--- src/rtl/pipe_hold_ctrl_pkg.sv ---
// Shared hold-bus codes, controller state encoding and sizing helper.
// Hold codes are cumulative masks: a consumer tests (hold_flag & HOLD_X) == HOLD_X.
package pipe_hold_ctrl_pkg;

  localparam logic [2:0] HOLD_NONE = 3'b000;
  localparam logic [2:0] HOLD_PC   = 3'b001;
  localparam logic [2:0] HOLD_IF   = 3'b011;
  localparam logic [2:0] HOLD_ID   = 3'b111;

  typedef enum logic [1:0] {
    CTRL_IDLE      = 2'd0,
    CTRL_FLUSH     = 2'd1,
    CTRL_INT_DRAIN = 2'd2,
    CTRL_DIV_WAIT  = 2'd3
  } ctrl_state_t;

  function automatic int max3(input int a, input int b, input int c);
    int m;
    m = a;
    if (b > m) m = b;
    if (c > m) m = c;
    return m;
  endfunction

endpackage

--- src/rtl/pipe_hold_ctrl.sv ---
// Pipeline hold/flush scheduler: arbitrates jump, interrupt, divide and bus stalls.
// Ports: clk, rst (sync, high); ex/div/bus/int requests in; hold_flag, jump_flag/addr, int_ack, div_timeout, busy out.
module pipe_hold_ctrl
  import pipe_hold_ctrl_pkg::*;
#(
  parameter int FLUSH_CYCLES = 1,
  parameter int INT_DRAIN    = 2,
  parameter int DIV_TIMEOUT  = 64
) (
  input  logic        clk,
  input  logic        rst,
  input  logic        ex_jump_req,
  input  logic [31:0] ex_jump_addr,
  input  logic        div_start,
  input  logic        div_ready,
  input  logic        bus_hold_req,
  input  logic        int_req,
  input  logic [31:0] int_addr,
  output logic [2:0]  hold_flag,
  output logic        jump_flag,
  output logic [31:0] jump_addr,
  output logic        int_ack,
  output logic        div_timeout,
  output logic        busy
);

  localparam int CW =
    $clog2(max3(FLUSH_CYCLES, INT_DRAIN, DIV_TIMEOUT) + 1);

  localparam bit LONG_FLUSH = (FLUSH_CYCLES > 1);

  localparam logic [CW-1:0] FLUSH_LOAD =
    CW'(LONG_FLUSH ? FLUSH_CYCLES - 2 : 0);
  localparam logic [CW-1:0] DRAIN_LOAD = CW'(INT_DRAIN - 1);
  localparam logic [CW-1:0] DIV_LAST   = CW'(DIV_TIMEOUT - 1);
  localparam logic [CW-1:0] ONE        = CW'(1);

  ctrl_state_t   state, state_n;
  logic [CW-1:0] cnt, cnt_n;

  always_ff @(posedge clk) begin
    if (rst) begin
      state <= CTRL_IDLE;
      cnt   <= '0;
    end else begin
      state <= state_n;
      cnt   <= cnt_n;
    end
  end

  always_comb begin
    state_n = state;
    cnt_n   = cnt;
    case (state)
      CTRL_IDLE: begin
        if (ex_jump_req) begin
          if (LONG_FLUSH) begin
            state_n = CTRL_FLUSH;
            cnt_n   = FLUSH_LOAD;
          end
        end else if (int_req) begin
          state_n = CTRL_INT_DRAIN;
          cnt_n   = DRAIN_LOAD;
        end else if (div_start) begin
          // a same-cycle result means no wait at all
          if (!div_ready) begin
            state_n = CTRL_DIV_WAIT;
            cnt_n   = '0;
          end
        end
      end
      CTRL_FLUSH: begin
        if (cnt == '0) state_n = CTRL_IDLE;
        else           cnt_n   = cnt - ONE;
      end
      CTRL_INT_DRAIN: begin
        if (cnt == '0) begin
          if (LONG_FLUSH) begin
            state_n = CTRL_FLUSH;
            cnt_n   = FLUSH_LOAD;
          end else begin
            state_n = CTRL_IDLE;
          end
        end else begin
          cnt_n = cnt - ONE;
        end
      end
      CTRL_DIV_WAIT: begin
        if (div_ready)            state_n = CTRL_IDLE;
        else if (cnt == DIV_LAST) state_n = CTRL_IDLE;
        else                      cnt_n   = cnt + ONE;
      end
      default: state_n = CTRL_IDLE;
    endcase
  end

  always_comb begin
    hold_flag   = HOLD_NONE;
    jump_flag   = 1'b0;
    jump_addr   = '0;
    int_ack     = 1'b0;
    div_timeout = 1'b0;
    busy        = 1'b0;
    if (!rst) begin
      busy = (state != CTRL_IDLE);
      case (state)
        CTRL_IDLE: begin
          if (ex_jump_req) begin
            hold_flag = HOLD_ID;
            jump_flag = 1'b1;
            jump_addr = ex_jump_addr;
          end else if (int_req || div_start) begin
            hold_flag = HOLD_ID;
          end else if (bus_hold_req) begin
            hold_flag = HOLD_IF;
          end
        end
        CTRL_FLUSH: hold_flag = HOLD_ID;
        CTRL_INT_DRAIN: begin
          hold_flag = HOLD_ID;
          if (cnt == '0) begin
            jump_flag = 1'b1;
            jump_addr = int_addr;
            int_ack   = 1'b1;
          end
        end
        CTRL_DIV_WAIT: begin
          hold_flag   = HOLD_ID;
          div_timeout = !div_ready && (cnt == DIV_LAST);
        end
        default: hold_flag = HOLD_NONE;
      endcase
    end
  end

endmodule

--- config.mk ---
export PLATFORM = sky130hd
export DESIGN_NAME = pipe_hold_ctrl
export DESIGN_NICKNAME = d
export VERILOG_FILES = /design/src/rtl/pipe_hold_ctrl_pkg.sv /design/src/rtl/pipe_hold_ctrl.sv
export SDC_FILE = /design/constraint.sdc
export NUM_CORES = 1
export LEC_CHECK = 0
export ABC_AREA = 1
export BUFFER_PORTS_ARGS = -buffer_cell sky130_fd_sc_hd__buf_2
export CAP_MARGIN = 20
export CORE_MARGIN = 2
export CORE_UTILIZATION = 44
export DETAILED_ROUTE_END_ITERATION = 6
export PLACE_DENSITY = 0.88
export REMOVE_ABC_BUFFERS = 1
export SETUP_SLACK_MARGIN = 0.1
export SLEW_MARGIN = 30
export SYNTH_ARGS = -nofsm -noshare
export SYNTH_HDL_FRONTEND = slang
export SYNTH_SLANG_ARGS = --single-unit
--- constraint.sdc ---
create_clock -name clk -period 3.37 [get_ports clk]
set_input_delay 0.1685 -clock clk [delete_from_list [all_inputs] [get_ports clk]]
set_output_delay 0.1685 -clock clk [all_outputs]
set_load 0.05 [all_outputs]
==> flow_metrics.py, run 1 <==
metrics = {
    "placement": {
        "gp_congestion": 0.832,
        "io_buffers": 109,
        "dpl.hpwl_um": 3820,
    },
    "floorplan": {
        "num_rows": 20,
        "core_mm2": 0.00308,
        "initial_core_util": 0.464,
        "io_pins": 110,
        "die-area_mm2": 0.00372,
        "die_w_um": 61.0,
        "die_h_um": 61.0,
    },
    "setup_path": {
        "critPathSlowestCell": "inv_1",
        "path_max_fanout": 32,
        "cp_data_required_time_ns": 3.20,
        "critPathCaptureType": "output pin",
        "cp.arrival_ns": 2.54,
        "cpLargestDelayFamily": "buffers and inverters",
        "critical_path.cell_chain": "inv_1 -> ha_1 -> nand2_2 -> inv_1 -> nand2_1 -> a21oi_1 -> buf_2",
        "slowest_delay_ns": 0.68,
        "critPathKind": "reg2out",
        "crit_path_start_kind": "register",
        "critPathMostFrequentCell": "inv_1",
        "path_buf_inv": 3,
    },
    "power_and_ir_drop": {
        "pwr_density_cell_mw_per_mm2": 904,
        "p_leak_nw": 1.13,
        "ir_drop_uv": 546,
    },
    "sta": {
        "fin_tns_setup_ns": 0,
        "rsz0062_at_grt": "false",
        "setup_violations": 0,
        "finalCritPeriodShare": 0.804,
        "worst_slew_margin_rel": 0.391,
        "hold_slack_ns": 0.333,
        "hold_viol_final": 0,
        "min_period_ns": 2.71,
        "clock.fmax_mhz": 369,
        "worst_slew_pin_slew_ns": 0.913,
        "finalClockSkew_ns": 0.00718,
        "slew_viol_final": 0,
    },
    "detailed_routing": {
        "wl_met3_um": 345,
        "vias_per_cell": 4.82,
        "top_layer": "met4",
        "drt_iter0_drc": 102,
        "ant_nets": 0,
        "drcViolationCount": 0,
        "via_count": 1948,
        "wl_um": 4770,
        "dr.pass1.iters": 4,
        "routed-wl-met2_um": 2400,
        "wl_met1_um": 1990,
        "routedWlPerCell_um": 11.8,
    },
    "global_routing": {
        "overflow": 0,
        "grt_pass1_vias": 1613,
        "antenna_found_initial": 0,
        "grt_pass1_wl_um": 6690,
        "grt_max_degree": 45,
        "grt_use_total": 0.235,
    },
    "yosys": {
        "yosysUniqueCellTypes": 26,
        "synth-seq-cells": 9,
        "synth_area_mm2": 0.00143,
        "avgSynthCellArea_um2": 5.50,
        "syn-instance-count": 260,
        "yosysTopAreaCell": "nand2_1",
        "ys_seq_area_frac": 0.126,
        "yosysWarnings": 0,
        "synth_top_area_frac": 0.297,
        "synth_area_leaders": "nand2_1, a21oi_1, dfxtp_1",
    },
    "clocking": {
        "clock_path_buffers": 2,
        "cts_tree": "yes",
        "clk_root_buffer_cell": "clkbuf_4",
        "clk_latency_ns": 0.27,
        "numCtsBuffers": 3,
        "cts_sinks": 9,
        "ctsHoldBuffers": 0,
        "cts_setup_buffers": 0,
        "clk_pin_slew_ns": 0.05,
        "post_cts_resized": 0,
        "htreeDepth": 1,
    },
    "layout": {
        "antenna_cells": 0,
        "finish.net_count": 442,
        "syn_to_final_growth_pct": 38.9,
        "layout_commonest_cell": "nand2_1",
        "final_cell_mix": "nand2_1, buf_2, a21oi_1",
        "drive_gt1_frac": 0.358,
    },
    "flow_run": {
        "cap_violations": 0,
    },
    "hold_path": {
        "hold_path.class": "in2reg",
    },
    "outcome": {
        "status": "completed",
    },
}
==> stage by stage <==
stage / power (W) / cells / utilization / worst slack, ns / area, um^2
2_1_floorplan: 0.00138 / 247 / - / 0.960 / 1360
3_3_place_gp: 0.00165 / 400 / 0.636 / 1.11 / 1960
3_5_place_dp: 0.00169 / 400 / 0.636 / 0.957 / 1960
4_1_cts: 0.00179 / 404 / 0.645 / 0.658 / 1980
5_1_grt: 0.00196 / 404 / 0.645 / 0.466 / 1980
6_report: 0.00179 / 404 / 0.645 / 0.660 / 1980
==> metal layers <==
layer | vias up | GRT usage
li1 | 1025 | -
met1 | 829 | 0.287
met2 | 88 | 0.425
met3 | 6 | 0.0384
met4 | 0 | 0.0652
met5 | - | 0
==> power breakdown <==
group          internal, W  switching [W]
Sequential        0.000152      0.0000638
Combinational     0.000464        0.00103
Clock            0.0000457      0.0000392
Total             0.000661        0.00113
==> flip-flops by register name (all words and copies together), names as in the netlist <==
| name | cells |
|---|---|
| cnt | 7 |
| state | 2 |
==> area by class of cell <==
class	count	area (um^2)
clock buffers	4	26.3
fillers	319	1090
inverters	26	97.6
multi-input cells	212	1080
flip-flops and latches	9	180
well taps	44	55.1
repair buffers	109	546
==> synth_stat cells <==
cell type,n
a21oi_1,40
a21oi_2,3
and2_4,1
buf_4,4
buf_6,1
clkbuf_1,8
dfxtp_1,9
ha_1,10
inv_1,25
inv_2,1
nand2_1,113
nand2_2,2
nand3_1,8
nand3_2,3
nand3_4,1
nand3b_1,1
nand4_1,4
nand4_2,1
nor2_1,15
nor2_2,1
nor2_4,2
nor3_4,1
nor4_1,1
o21ai_0,1
o21bai_2,1
xor2_1,3
==> tightest hold or removal path: cells and delay by family <==
kind	cells	cell delay, ns
buffers and inverters	3	0.18
AND/OR/NAND/NOR	3	0.20
==> worst paths after layout <==
kind              startpoint       endpoint  slack, ns  cells after the start
setup / recovery    state[0]  jump_addr[29]       0.66                      7
hold reg to reg       cnt[4]         cnt[4]       0.54                      2
hold / removal       int_req       state[0]       0.33                      6
setup reg to reg    state[1]         cnt[6]       1.46                     12
==> kinds of logic (layout without fill, tap and decap cells) <==
kind of cell / count (synthesis) / after routing / synth area share
AO/OA/AOI/OAI: 45 / 45 / 0.170
flip-flops: 9 / 9 / 0.126
XOR/XNOR: 3 / 3 / 0.0184
adder cells (fa/ha/maj): 10 / 10 / 0.0876
buffers and inverters: 39 / 139 / 0.118
AND/OR/NAND/NOR: 154 / 154 / 0.480
(Power assumes the default switching activity.)
==> inputs of run 2 (changes only) <==
- CORE_UTILIZATION: 44 -> 37
- PLACE_DENSITY: 0.88 -> 0.78
- clock period: 3.37 -> 2.3 ns (I/O delays scaled with it)
==> run 2 against run 1 <==
  * Register-to-register slack got worse by 1.1 ns
  * First-iteration DRC count is 8.8% lower
  * Largest power group unchanged
  * Die area grew 18%
  * Sequential share of layout area is 0.27 points lower
  * Non-clock buffer count grew 2
  * Via count grew 0.15%
  * Clock skew is 0.0010 ns lower
  * Cell area rose by 3.1%
  * Power up 53%
  * Sequential power increased by 44%
  * Clock-buffer cell count down 1
==> flow_metrics.py, run 2 (synthesis gave the netlist of run 1 again) <==
metrics = {
    "global_routing": {
        "overflow": 0,
        "grt_pass1_vias": 1649,
        "grt_pass1_wl_um": 6990,
        "grt_max_degree": 33,
        "antenna_found_initial": 0,
        "grt_use_total": 0.198,
    },
    "setup_path": {
        "crit_path_start_kind": "register",
        "slowest_delay_ns": 0.36,
        "critical_path.cell_chain": "nor3_4 -> nand3_2 -> inv_4 -> nand2_1 -> a21oi_1 -> buf_2",
        "cpLargestDelayFamily": "buffers and inverters",
        "path_buf_inv": 2,
        "critPathKind": "reg2out",
        "critPathCaptureType": "output pin",
        "cp.arrival_ns": 1.89,
        "cp_data_required_time_ns": 2.18,
        "path_max_fanout": 32,
        "critPathSlowestCell": "dfxtp_1",
    },
    "detailed_routing": {
        "vias_per_cell": 4.76,
        "wl_met3_um": 294,
        "routed-wl-met2_um": 2340,
        "drcViolationCount": 0,
        "dr.pass1.iters": 4,
        "routedWlPerCell_um": 11.6,
        "ant_nets": 0,
        "top_layer": "met4",
        "wl_um": 4750,
        "via_count": 1951,
        "wl_met1_um": 2020,
        "drt_iter0_drc": 93,
    },
    "placement": {
        "dp.cells": 406,
        "io_buffers": 109,
        "dpl.hpwl_um": 3770,
        "gp_congestion": 0.930,
    },
    "clocking": {
        "ctsHoldBuffers": 0,
        "clk_latency_ns": 0.24,
        "numCtsBuffers": 3,
        "htreeDepth": 1,
        "cts_sinks": 9,
        "clock_path_buffers": 2,
        "clk_pin_slew_ns": 0.05,
        "cts_tree": "yes",
        "clk_root_buffer_cell": "clkbuf_8",
    },
    "layout": {
        "top_regs": "cnt: 7 flops, state: 2 flops",
        "top_register": "cnt",
        "final_util": 0.555,
        "largest_register_ffs": 7,
        "syn_to_final_growth_pct": 43.2,
        "antenna_cells": 0,
        "finish.net_count": 444,
        "drive_gt1_frac": 0.367,
        "nFillCells": 389,
        "layout_commonest_cell": "nand2_1",
        "final_cell_mix": "nand2_1, buf_2, a21oi_1",
        "layout.cells.non_filler": 410,
    },
    "sta": {
        "slew_viol_final": 0,
        "min_period_ns": 2.00,
        "fin_tns_setup_ns": 0,
        "worst_slew_pin_slew_ns": 0.342,
        "finalCritPeriodShare": 0.872,
        "hold_slack_ns": 0.250,
        "rsz0062_at_grt": "false",
        "setup_violations": 0,
        "finalClockSkew_ns": 0.00618,
        "hold_viol_final": 0,
        "clock.fmax_mhz": 499,
        "worst_slew_margin_rel": 0.772,
    },
    "floorplan": {
        "core_mm2": 0.00369,
        "initial_core_util": 0.387,
        "num_rows": 22,
        "die_w_um": 66.1,
        "die_h_um": 66.1,
        "io_pins": 110,
        "die-area_mm2": 0.00438,
    },
    "power_and_ir_drop": {
        "p_leak_nw": 1.15,
        "ir_drop_uv": 793,
        "pwr_density_cell_mw_per_mm2": 1340,
    },
    "hold_path": {
        "hold_path.class": "in2reg",
    },
    "outcome": {
        "status": "completed",
    },
    "flow_run": {
        "cap_violations": 0,
    },
}
[run 2: repair_timing]
item,CTS,global route
cloned,0,0
gates resized for setup,1,6
buffers inserted,0,0
setup endpoints to repair,1,11
[run 2: final cells by class]
type | instances | area (um^2) | share of cell area
Clock buffer | 3 | 41.3 | 0.0202
Sequential cell | 9 | 180 | 0.0881
Multi-Input combinational cell | 212 | 1090 | 0.534
Tap cell | 48 | 60.1 | 0.0294
Timing Repair Buffer | 111 | 567 | 0.277
Clock inverter | 1 | 5.00 | 0.00245
Inverter | 26 | 100 | 0.0489
[run 2: worst paths after layout]
kind	from	endpoint	slack [ns]	depth (start not counted)
hold reg to reg	cnt[3]	cnt[3]	0.53	2
setup reg to reg	state[1]	cnt[5]	0.39	10
setup / recovery	cnt[4]	jump_addr[5]	0.30	6
hold / removal	rst	cnt[2]	0.25	2
[run 2: report_power, final]
part | internal, W | switching [W] | leakage, nW
sequential | 0.000223 | 0.0000898 | 0.0737
combinational | 0.000712 | 0.00153 | 1.06
clock | 0.000119 | 0.0000689 | 0.0255
total | 0.00105 | 0.00169 | 1.15
[run 2: layer usage]
metal | global-route usage | vias to the layer above
met5 | 0 | -
met4 | 0.0561 | 0
met3 | 0.0375 | 12
met2 | 0.359 | 65
met1 | 0.234 | 846
li1 | - | 1028
[run 2: through the flow]
stage / instance area [um^2] / setup WS [ns] / power (W)
floorplan: 1360 / -0.0563 / 0.00202
global placement: 1980 / 0.342 / 0.00248
detailed placement: 1980 / 0.328 / 0.00250
CTS: 2030 / 0.157 / 0.00270
global route: 2050 / 0.128 / 0.00302
finish: 2050 / 0.295 / 0.00274
